--- src/rtl/vector_output_serializer.sv ---
// Buffers CPU output vectors and streams them lane by lane; first beat two cycles after the strobe edge.
// stallRequest once count>=FIFO_DEPTH-1; beats hold under !laneReady. `VOS_SEQ_HEADER_EN adds a sequence header beat.
module vector_output_serializer #(
  parameter int DATA_WIDTH       = 19,
  parameter int VECTOR_SIZE      = 6,
  parameter int FIFO_DEPTH       = 4,
  parameter int LANE_INDEX_WIDTH = 3
) (
  input  logic                                clock,
  input  logic                                reset,
  input  logic                                outFlag,
  input  logic [VECTOR_SIZE*DATA_WIDTH-1:0]   out,
  output logic                                stallRequest,
  output logic [DATA_WIDTH-1:0]               laneData,
  output logic                                laneValid,
  input  logic                                laneReady,
  output logic [LANE_INDEX_WIDTH-1:0]         laneIndex,
  output logic                                laneLast,
  output logic [$clog2(FIFO_DEPTH):0]         fifoCount,
  output logic                                overflow
`ifdef VOS_SEQ_HEADER_EN
  ,
  output logic                                laneHeader
`endif
);

  localparam int VEC_W = VECTOR_SIZE * DATA_WIDTH;
  localparam int PTR_W = $clog2(FIFO_DEPTH);
  localparam int CNT_W = PTR_W + 1;
  localparam logic [LANE_INDEX_WIDTH-1:0] LAST_LANE = LANE_INDEX_WIDTH'(VECTOR_SIZE - 1);

  typedef enum logic [1:0] {S_IDLE, S_LANES, S_HEADER} state_t;

  state_t                      r_state;
  logic [VEC_W-1:0]            r_mem [FIFO_DEPTH];
  logic [PTR_W-1:0]            r_wr_ptr;
  logic [PTR_W-1:0]            r_rd_ptr;
  logic [CNT_W-1:0]            r_count;
  logic                        r_overflow;
  logic                        r_valid;
  logic [DATA_WIDTH-1:0]       r_data;
  logic [LANE_INDEX_WIDTH-1:0] r_lane;
  logic                        r_last;
`ifdef VOS_SEQ_HEADER_EN
  logic                        r_hdr;
  logic [DATA_WIDTH-1:0]       r_seq;
`endif

  logic                        w_full;
  logic                        w_push;
  logic                        w_xfer;
  logic                        w_pop;
  logic [CNT_W-1:0]            w_count_nxt;
  logic [PTR_W-1:0]            w_rd_ptr_nxt;
  logic [LANE_INDEX_WIDTH-1:0] w_lane_nxt;
  logic [VEC_W-1:0]            w_head;

  function automatic logic [DATA_WIDTH-1:0] f_lane(input logic [VEC_W-1:0] v,
                                                   input logic [LANE_INDEX_WIDTH-1:0] idx);
    f_lane = '0;
    for (int k = 0; k < VECTOR_SIZE; k++) begin
      if (idx == LANE_INDEX_WIDTH'(k)) f_lane = v[k*DATA_WIDTH +: DATA_WIDTH];
    end
  endfunction

  assign w_full       = (r_count == CNT_W'(FIFO_DEPTH));
  assign w_push       = outFlag && !w_full;
  assign w_xfer       = r_valid && laneReady;
  assign w_pop        = w_xfer && (r_state == S_LANES) && (r_lane == LAST_LANE);
  assign w_rd_ptr_nxt = r_rd_ptr + PTR_W'(1);
  assign w_lane_nxt   = r_lane + LANE_INDEX_WIDTH'(1);
  assign w_head       = r_mem[r_rd_ptr];

`ifndef VOS_SEQ_HEADER_EN
  // A vector pushed on the same edge as the pop of the sole entry is not in memory yet.
  logic [VEC_W-1:0] w_next_vec;
  assign w_next_vec = (r_count == CNT_W'(1)) ? out : r_mem[w_rd_ptr_nxt];
`endif

  always_comb begin
    w_count_nxt = r_count;
    if (w_push && !w_pop)      w_count_nxt = r_count + CNT_W'(1);
    else if (!w_push && w_pop) w_count_nxt = r_count - CNT_W'(1);
  end

  always_ff @(posedge clock) begin
    if (w_push) r_mem[r_wr_ptr] <= out;
  end

  always_ff @(posedge clock) begin
    if (reset) begin
      r_state    <= S_IDLE;
      r_wr_ptr   <= '0;
      r_rd_ptr   <= '0;
      r_count    <= '0;
      r_overflow <= 1'b0;
      r_valid    <= 1'b0;
      r_data     <= '0;
      r_lane     <= '0;
      r_last     <= 1'b0;
`ifdef VOS_SEQ_HEADER_EN
      r_hdr      <= 1'b0;
      r_seq      <= '0;
`endif
    end else begin
      r_count <= w_count_nxt;
      if (w_push) r_wr_ptr <= r_wr_ptr + PTR_W'(1);
      if (w_pop) r_rd_ptr <= w_rd_ptr_nxt;
      if (outFlag && w_full) r_overflow <= 1'b1;

      case (r_state)
        S_IDLE: begin
          if (r_count != '0) begin
            r_valid <= 1'b1;
            r_lane  <= '0;
`ifdef VOS_SEQ_HEADER_EN
            r_state <= S_HEADER;
            r_hdr   <= 1'b1;
            r_data  <= r_seq;
            r_last  <= 1'b0;
`else
            r_state <= S_LANES;
            r_data  <= f_lane(w_head, LANE_INDEX_WIDTH'(0));
            r_last  <= (LAST_LANE == '0);
`endif
          end
        end
`ifdef VOS_SEQ_HEADER_EN
        S_HEADER: begin
          if (w_xfer) begin
            r_state <= S_LANES;
            r_hdr   <= 1'b0;
            r_data  <= f_lane(w_head, LANE_INDEX_WIDTH'(0));
            r_last  <= (LAST_LANE == '0);
          end
        end
`endif
        S_LANES: begin
          if (w_xfer) begin
            if (r_lane != LAST_LANE) begin
              r_lane <= w_lane_nxt;
              r_data <= f_lane(w_head, w_lane_nxt);
              r_last <= (w_lane_nxt == LAST_LANE);
            end else begin
              r_lane <= '0;
`ifdef VOS_SEQ_HEADER_EN
              r_seq  <= r_seq + DATA_WIDTH'(1);
`endif
              if (w_count_nxt != '0) begin
`ifdef VOS_SEQ_HEADER_EN
                r_state <= S_HEADER;
                r_hdr   <= 1'b1;
                r_data  <= r_seq + DATA_WIDTH'(1);
                r_last  <= 1'b0;
`else
                r_data  <= f_lane(w_next_vec, LANE_INDEX_WIDTH'(0));
                r_last  <= (LAST_LANE == '0);
`endif
              end else begin
                r_state <= S_IDLE;
                r_valid <= 1'b0;
                r_last  <= 1'b0;
              end
            end
          end
        end
        default: r_state <= S_IDLE;
      endcase
    end
  end

  assign stallRequest = (r_count >= CNT_W'(FIFO_DEPTH - 1));
  assign fifoCount    = r_count;
  assign overflow     = r_overflow;
  assign laneValid    = r_valid;
  assign laneData     = r_data;
  assign laneIndex    = r_lane;
  assign laneLast     = r_last;
`ifdef VOS_SEQ_HEADER_EN
  assign laneHeader   = r_hdr;
`endif

endmodule

--- config.mk ---
export PLATFORM = sky130hd
export DESIGN_NAME = vector_output_serializer
export DESIGN_NICKNAME = d
export VERILOG_FILES = /design/src/rtl/vector_output_serializer.sv
export SDC_FILE = /design/constraint.sdc
export NUM_CORES = 1
export LEC_CHECK = 0
export BUFFER_PORTS_ARGS = -buffer_cell sky130_fd_sc_hd__buf_2
export CAP_MARGIN = 10
export CELL_PAD_IN_SITES_DETAIL_PLACEMENT = 1
export CELL_PAD_IN_SITES_GLOBAL_PLACEMENT = 2
export CORE_MARGIN = 1
export CORE_UTILIZATION = 40
export DETAILED_ROUTE_END_ITERATION = 10
export GPL_TIMING_DRIVEN = 1
export PLACE_DENSITY = 0.69
export SETUP_SLACK_MARGIN = 0.02
export SYNTH_ARGS = -nofsm -noshare
export SYNTH_HDL_FRONTEND = slang
export SYNTH_SLANG_ARGS = --single-unit
--- constraint.sdc ---
create_clock -name clock -period 4.6 [get_ports clock]
set_input_delay 0.23 -clock clock [delete_from_list [all_inputs] [get_ports clock]]
set_output_delay 0.23 -clock clock [all_outputs]
set_load 0.01 [all_outputs]
# Word-level counts from Yosys, hierarchy flattened
# Memory sizes are Yosys's and may differ from the RTL's. A register that Yosys moved wholly into a read port is not among the register bits.
# Index checks and enable logic that the tools add are counted.
# W data, S select, Z words.
# word_totals
reg_bits	34
ram_bits	456
input_bits	118
n_memories	1
# classes
add_sub_neg	5
n_lt_le_gt_ge	1
n_eq_ne	15
n_mux	36
reduce_logical	19
# mem_list
memory	depth	word_bits	rd	rd_clocked_by_memory_dff	write_ports	line_no	rtl
r_mem	4	114	2	1	1	35	logic [VEC_W-1:0] r_mem [FIFO_DEPTH];
# ops
cell	n
$mux W19	11
$pmux W19 S2	1
$mux W3	5
$eq A3 B3 Y1 const B	4
$mux W2	6
$mux W1	9
$ne A2 B2 Y1 const B	4
$reduce_and A4 Y1	2
$logic_and A1 B1 Y1	7
$add A3 B1 Y3 const B	2
$eq A3 B1 Y1 const B	2
$eq A3 B2 Y1 const B	2
$pmux W3 S2	1
$reduce_bool A3 Y1	2
$reduce_and A5 Y1	1
$add A2 B1 Y2 const B	2
$pmux W1 S2	2
$pmux W2 S2	1
$ge A3 B2 Y1 const B	1
$logic_not A1 Y1	3
$logic_not A3 Y1	1
$ne A3 B1 Y1 const B	1
$ne A3 B3 Y1 const B	1
$reduce_and A3 Y1	1
other kinds (4)	4

# Longest topological paths before layout
# Gate-level depths: netlist of the first run.
# depth
ltp_word	12
ltp_mapped	10
mapped_depth_nobuf	8

# Worst setup path after synthesis of the first run
# Ideal clock, no wire load.
# synth_path
kind	reg2reg
startpoint	register r_count[0], in the netlist fifoCount[0]
endpoint	memory r_mem[1][0] (netlist name), enable pin
setup_ns	0.486
t_arrival_ns	3.806
required_time_ns	4.114
path_slack_ns	0.307
stages_incl_launch_ff	5
n_path_buf	0
period_less_slack_ns	4.293
path_cell_list	dfxtp_1 inv_1 ha_1 a21boi_2 and2_1
# synth_between
elab_chain_len	5
# synth_lines
item	line_no	rtl
start, declared	38	logic [CNT_W-1:0] r_count;
start signal, assigned	106	r_count <= w_count_nxt;
$eq A3 B3 Y1	66	assign w_full = (r_count == CNT_W'(FIFO_DEPTH));
$logic_not A1 Y1	67	assign w_push = outFlag && !w_full;
$logic_and A1 B1 Y1	67	
$mux W1	87	if (w_push) r_mem[r_wr_ptr] <= out;
$mux W1 (implied by the code)	87	
end, declared	35	
# No other way between the ends.

# Worst setup path after layout of the first run
# layout_path
startpoint	register r_lane[2], in the netlist laneIndex[2]
endpoint	register r_data[4], in the netlist laneData[4]
# layout_between
elab_chain_len	11
word_cells_on_any_way	27
classes_between	1 x add/sub; 8 x eq/ne; 11 x mux; 7 x reduce/logical
# layout_lines
item	line_no	rtl
start, declared	42	logic [LANE_INDEX_WIDTH-1:0] r_lane;
start signal, assigned	141	r_lane <= w_lane_nxt;
$add A3 B1 Y3	71	assign w_lane_nxt = r_lane + LANE_INDEX_WIDTH'(1);
$logic_not A3 Y1	62	if (idx == LANE_INDEX_WIDTH'(k)) f_lane = v[k*DATA_WIDTH +: DATA_WIDTH];
$mux W19 (6 in a row)	62	
$mux W19	140	if (r_lane != LAST_LANE) begin
$mux W19	139	if (w_xfer) begin
$pmux W19 S2	111	case (r_state)
end signal, assigned	123	r_data <= f_lane(w_head, LANE_INDEX_WIDTH'(0));
end signal, assigned	142	r_data <= f_lane(w_head, w_lane_nxt);
end signal, assigned	156	r_data <= f_lane(w_next_vec, LANE_INDEX_WIDTH'(0));
end, declared	41	logic [DATA_WIDTH-1:0] r_data;
# Several ways; a longest one is shown, not always the timed one. The select of a mux whose other input is x is not followed.
# A chain may end at the register's enable or synchronous reset.

==> results.py, run 1 <==
metrics = {
    "global_route": {
        "grt_usage_pct": 20.6,
        "grt-ovfl-total": 0,
        "grt_pass1_wl_microns": 78200,
        "busiest_layer": "met2",
        "use_met1_pct": 29.6,
        "grtUsageMet3_pct": 3.64,
        "antenna_found_initial": 0,
        "grt_pass1_vias": 12300,
        "use_met2_pct": 32.5,
        "grt_max_degree": 109,
    },
    "detailed_routing": {
        "post_drt_wl_per_cell_microns": 24.3,
        "ant_nets": 0,
        "vias": 11800,
        "drt-total-wl_microns": 52800,
        "dr.first_iter.drc_count": 706,
        "drc": 0,
        "via_per_inst": 5.43,
        "first_pass_iters": 5,
    },
    "power_and_ir_drop": {
        "p_switching_uw": 2330,
        "vdd_drop_max_mv": 0.230,
        "power.internal_uw": 7810,
        "leakage_uw": 0.00792,
        "finalPower_uw": 10100,
        "powerDensity_nw_per_um2": 413,
        "p_sw_share_pct": 23.0,
        "power.share.sequential_pct": 51.5,
        "pwr-share-comb_pct": 8.9,
        "clkPwrFrac_pct": 39.7,
    },
    "setup_path": {
        "slowest_delay_ns": 0.88,
        "cp.arrival_ns": 4.05,
        "startpoint_type": "flop",
        "slowest_stage": "a311o_1",
        "end_kind": "flop",
        "worstSetupPathType": "reg -> reg",
        "path_cells": "and4b_1 > a21oi_2 > o211a_1 > nor3_2 > a311o_1 > o31ai_1",
        "cp_max_fo": 26,
        "worstPathRequired_ns": 5.04,
    },
    "clock_tree": {
        "cts_root_buf": "clkbuf_16",
        "cts_max_path_buffers": 3,
        "clkTransAtPathRegs_ns": 0.06,
        "cts_sinks": 490,
        "clock_latency_ns": 0.60,
        "ctsHoldBuffers": 117,
        "cts_tree": "yes",
        "cts_max_level": 2,
        "numCtsBuffers": 50,
        "cts-resized-gates": 0,
        "post_cts.repair.setup_buffers": 0,
    },
    "placed_design": {
        "place_congestion": 0.827,
        "io_buffers": 146,
        "dp_hpwl_microns": 33400,
    },
    "logic_synthesis": {
        "synth_top_family_by_area": "multiplexers",
        "yosysMostFrequentCell": "edfxtp_1",
        "synth-compound-area-share_pct": 7.64,
        "ys_ff_latch": 490,
        "netlist.area_leader.share_pct": 67.5,
        "synth_top_flop_cell": "edfxtp_1",
        "synthCells": 1201,
        "yosys.area_share.adder_pct": 0.555,
        "synth.largest_area_cell": "edfxtp_1",
        "ys_top_cells_by_area": "edfxtp_1 68%, mux2i_1 6.6%, mux4_2 6.1%",
        "netlist_top_cells_count": "456 x edfxtp_1, 134 x mux2i_1, 57 x nor2_1",
        "avgSynthCellArea_sq_um": 16.9,
        "yosysSeqAreaShare_pct": 70.9,
        "ys_warn_count": 0,
        "async_reset_ff_share_pct": 0,
        "synth_fp_nets": 1328,
        "synth_edf_count": 456,
        "ys_types": 60,
        "synth_xor_area_share_pct": 0.284,
        "muxShareOfSynthArea_pct": 14.3,
        "syn_area_sq_um": 20300,
        "synth_simple_gate_area_share_pct": 4.49,
    },
    "sta": {
        "hold_viol": 0,
        "fmax_mhz": 277,
        "finalSetupTns_ns": 0,
        "worstMarginPinSlew_ns": 1.20,
        "rsz0062_at_grt": "no",
        "skew_ns": 0.0165,
        "maxSlewViolCount": 0,
        "setup_viol": 0,
        "whs_ns": 0.162,
        "min_period_over_period_pct": 78.4,
        "period_minus_slack_ns": 3.61,
        "slew_headroom_pct": 20.1,
    },
    "floorplanning": {
        "fp.dieArea_sq_um": 51600,
        "die-height_microns": 227,
        "initial_core_util_pct": 40.5,
        "ios": 147,
        "core-area_sq_um": 50100,
        "fp-row-count": 82,
        "die_w_microns": 227,
    },
    "outcome": {
        "outcome": "completed",
    },
    "layout": {
        "syn2layout_area_growth_pct": 21.1,
        "nNetsFinal": 1590,
        "drive_above_1_share_pct": 22.8,
        "antenna_cells": 0,
    },
    "worst_hold_path": {
        "holdCritPathClass": "in -> reg",
    },
    "job": {
        "drv_cap": 0,
    },
}
==> layer usage <==
layer  routed length, microns  part of all wire (%)  vias to the layer above
li1                         -                     -                     5377
met1                    25200                    48                     6147
met2                    24700                    47                      217
met3                     1920                   3.6                       62
met4                      988                   1.9                        0
met5                        0                     0                        -
==> logic make-up after synthesis <==
logic type | count (synthesis)
buffers and inverters | 86
and+or+nand+nor | 181
muxes | 217
DFF | 490
xor gates and xnor gates | 5
AOI/OAI and AO/OA | 213
adders and majority gates | 9
==> worst max-delay path, delay by kind of cell, from the launching register on <==
kind / cells / cell delay, ns
flip-flops: 1 / 0.87
AO/OA/AOI/OAI: 4 / 1.56
AND/OR/NAND/NOR: 2 / 0.99
==> sequential cells by signal, summed over array words and instances, names as in the netlist, named ones only <==
| register | count |
|---|---|
| r_mem | 456 |
| laneIndex | 3 |
| laneValid | 1 |
| fifoCount | 3 |
| r_wr_ptr | 2 |
| r_rd_ptr | 2 |
| laneLast | 1 |
| laneData | 19 |
| overflow | 1 |
==> cell usage in the layout, fill, tap and decap left out, types with 13 or more instances in the layout <==
master and count:
edfxtp_1 456, dlygate4sd3_1 117, nand2_1 40, nor2b_1 16, a21oi_1 25, o22ai_1 21, clkbuf_16 50, nand2b_1 18
mux2i_1 134, clkinv_1 13, a22oi_1 28, buf_2 146, buf_4 19, nor2_1 57, mux2_2 28, o221ai_1 38
o21ai_0 20, dfxtp_1 31, mux4_2 55
==> path summary, 6_finish.rpt <==
check | from | to | slack (ns) | cells after the start
hold / removal | laneReady | flop | 0.16 | 4
setup / recovery | laneIndex[2] | laneData[4] | 0.99 | 6
setup reg to reg | laneIndex[2] | laneData[4] | 0.99 | 6
hold reg to reg | laneData[0] | laneData[0] | 0.46 | 2
==> layout make-up <==
class,instances,area [sq um]
fill,4921,25500
sequential,490,14400
multi-input combinational,625,5530
timing repair buffer,288,2160
clock buffer,59,1280
tap,672,841
clock inverter,33,325
inverter,8,30.0
==> power by group through the flow <==
stage          Clock, uW  Combinational, uW  Sequential [uW]
2_1_floorplan          0                425             5320
3_3_place_gp           0                810             5300
3_5_place_dp           0                822             5310
4_1_cts             4120                905             5220
5_1_grt             4260                973             5230
6_report            4020                899             5220
==> stage by stage <==
| stage | setup slack, ns | util [%] | area [sq um] | std cells |
|---|---|---|---|---|
| final | 0.995 | 49.1 | 24600 | 2175 |
| after global routing | 0.765 | 49.1 | 24600 | 2175 |
| after CTS | 0.989 | 49.1 | 24600 | 2175 |
| after detailed placement | 0.973 | 43.5 | 21800 | 1966 |
| after global placement | 1.10 | 43.5 | 21800 | 1966 |
| after floorplan | 0.307 | - | 20300 | 1201 |
No activity file was read; power rests on OpenSTA's default activity.
==> run 2, diff against run 1 <==
--- a/config.mk
+++ b/config.mk
@@ -13,7 +13,7 @@
 export CORE_UTILIZATION = 40
 export DETAILED_ROUTE_END_ITERATION = 10
 export GPL_TIMING_DRIVEN = 1
-export PLACE_DENSITY = 0.69
+export PLACE_DENSITY = 0.72
 export SETUP_SLACK_MARGIN = 0.02
 export SYNTH_ARGS = -nofsm -noshare
 export SYNTH_HDL_FRONTEND = slang
==> constraint.sdc (replaced) <==
create_clock -name clock -period 3.3 [get_ports clock]
set_input_delay 0.165 -clock clock [delete_from_list [all_inputs] [get_ports clock]]
set_output_delay 0.165 -clock clock [all_outputs]
set_load 0.01 [all_outputs]
==> results.py, run 2 (same netlist as run 1, synthesis figures left out) <==
metrics = {
    "floorplanning": {
        "initial_core_util_pct": 40.5,
        "fp-row-count": 82,
        "fp.dieArea_sq_um": 51600,
        "die_w_microns": 227,
        "die-height_microns": 227,
        "core-area_sq_um": 50100,
        "ios": 147,
    },
    "layout": {
        "fin_cells": 2198,
        "nNetsFinal": 1613,
        "final_cell_mix": "456 x edfxtp_1, 146 x buf_2, 134 x mux2i_1",
        "largest_reg_flops": 456,
        "regMostFlops": "r_mem",
        "drive_above_1_share_pct": 24.2,
        "syn2layout_area_growth_pct": 22.0,
        "final_common_cell": "edfxtp_1",
    },
    "detailed_routing": {
        "drc": 2,
        "post_drt_wl_per_cell_microns": 24.0,
        "drt-total-wl_microns": 52800,
        "dr.first_iter.drc_count": 767,
        "ant_nets": 0,
        "via_per_inst": 5.42,
        "vias": 11900,
        "first_pass_iters": 8,
    },
    "clock_tree": {
        "cts_tree": "yes",
        "clock_latency_ns": 0.60,
        "post_cts.repair.setup_buffers": 0,
        "cts_max_path_buffers": 3,
        "cts_root_buf": "clkbuf_16",
        "cts_sinks": 490,
        "numCtsBuffers": 50,
        "cts-resized-gates": 0,
        "cts_max_level": 2,
        "clkTransAtPathRegs_ns": 0.06,
    },
    "global_route": {
        "grt_usage_pct": 20.7,
        "grt_pass1_vias": 12400,
        "grt_pass1_wl_microns": 78600,
        "grt_max_degree": 70,
        "antenna_found_initial": 3,
        "grt-ovfl-total": 0,
    },
    "sta": {
        "fmax_mhz": 326,
        "finalSetupTns_ns": 0,
        "worstMarginPinSlew_ns": 1.24,
        "min_period_over_period_pct": 92.9,
        "period_minus_slack_ns": 3.07,
        "rsz0062_at_grt": "no",
        "skew_ns": 0.0168,
        "setup_viol": 0,
        "slew_headroom_pct": 17.1,
        "hold_viol": 0,
        "maxSlewViolCount": 0,
        "whs_ns": 0.126,
    },
    "setup_path": {
        "end_kind": "flop",
        "r2r_cells": 8,
        "worstSetupPathType": "reg -> reg",
        "cp.arrival_ns": 3.49,
        "worstPathRequired_ns": 3.73,
        "cp_max_fo": 19,
        "startpoint_type": "flop",
    },
    "worst_hold_path": {
        "holdCritPathClass": "in -> reg",
        "hold_depth": 5,
    },
    "placed_design": {
        "dp_cells": 1989,
        "place_congestion": 0.809,
        "io_buffers": 146,
        "dp_hpwl_microns": 33800,
    },
    "outcome": {
        "violations": "DRC",
        "outcome": "complete, but fails checks",
    },
    "power_and_ir_drop": {
        "vdd_drop_max_mv": 0.354,
        "leakage_uw": 0.00804,
        "powerDensity_nw_per_um2": 564,
    },
    "job": {
        "drv_cap": 0,
    },
}
## run 2: final timing paths
kind,slack [ns],start,end
setup reg to reg,0.23,fifoCount[0],laneData[1]
hold / removal,0.13,laneReady,laneIndex[1]
setup / recovery,0.23,fifoCount[0],laneData[1]
hold reg to reg,0.48,laneData[12],laneData[12]
## run 2: what timing repair did
item	CTS	global route
endpoints found under the setup margin	0	0
hold buffers	117	0
hold endpoints to repair	467	0
## run 2: cell type report
cell class	instances	area, sq um
inverter	8	30.0
clock inverter	25	215
clock buffer	66	1340
fill	4908	25300
antenna	1	2.50
timing repair buffer	311	2390
tap	672	841
multi-input combinational	625	5530
sequential	490	14400
## run 2: routing by layer
layer | global-route usage, % | part of all wire [%]
met1 | 30.0 | 47
met2 | 32.5 | 47
met3 | 3.30 | 4.8
met4 | 5.22 | 1.8
met5 | 0 | 0.045
## run 2: metrics by stage
step | power, uW | worst slack [ns] | area, sq um | util [%]
2_1_floorplan | 7990 | 0.258 | 20300 | -
3_3_place_gp | 8520 | 0.358 | 22000 | 43.9
3_5_place_dp | 8560 | 0.286 | 22000 | 43.9
4_1_cts | 14100 | 0.253 | 24700 | 49.4
5_1_grt | 14400 | 0.0671 | 24700 | 49.4
6_report | 13900 | 0.235 | 24700 | 49.4
## run 2: critical path, stage by stage, from the launching register on
cell      delay, ns
dfxtp_1        0.47
inv_1          0.12
ha_1           0.28
a21bo_2        0.28
a21oi_2        0.19
a211oi_4       0.08
nor3_2         0.24
a311o_1        1.03
o31ai_1        0.21
## run 2: power breakdown
| part | switching [uW] | total [uW] | internal, uW |
|---|---|---|---|
| Combinational | 768 | 1260 | 495 |
| Clock | 2310 | 5410 | 3090 |
| Sequential | 122 | 7270 | 7150 |
| Total | 3200 | 13900 | 10700 |
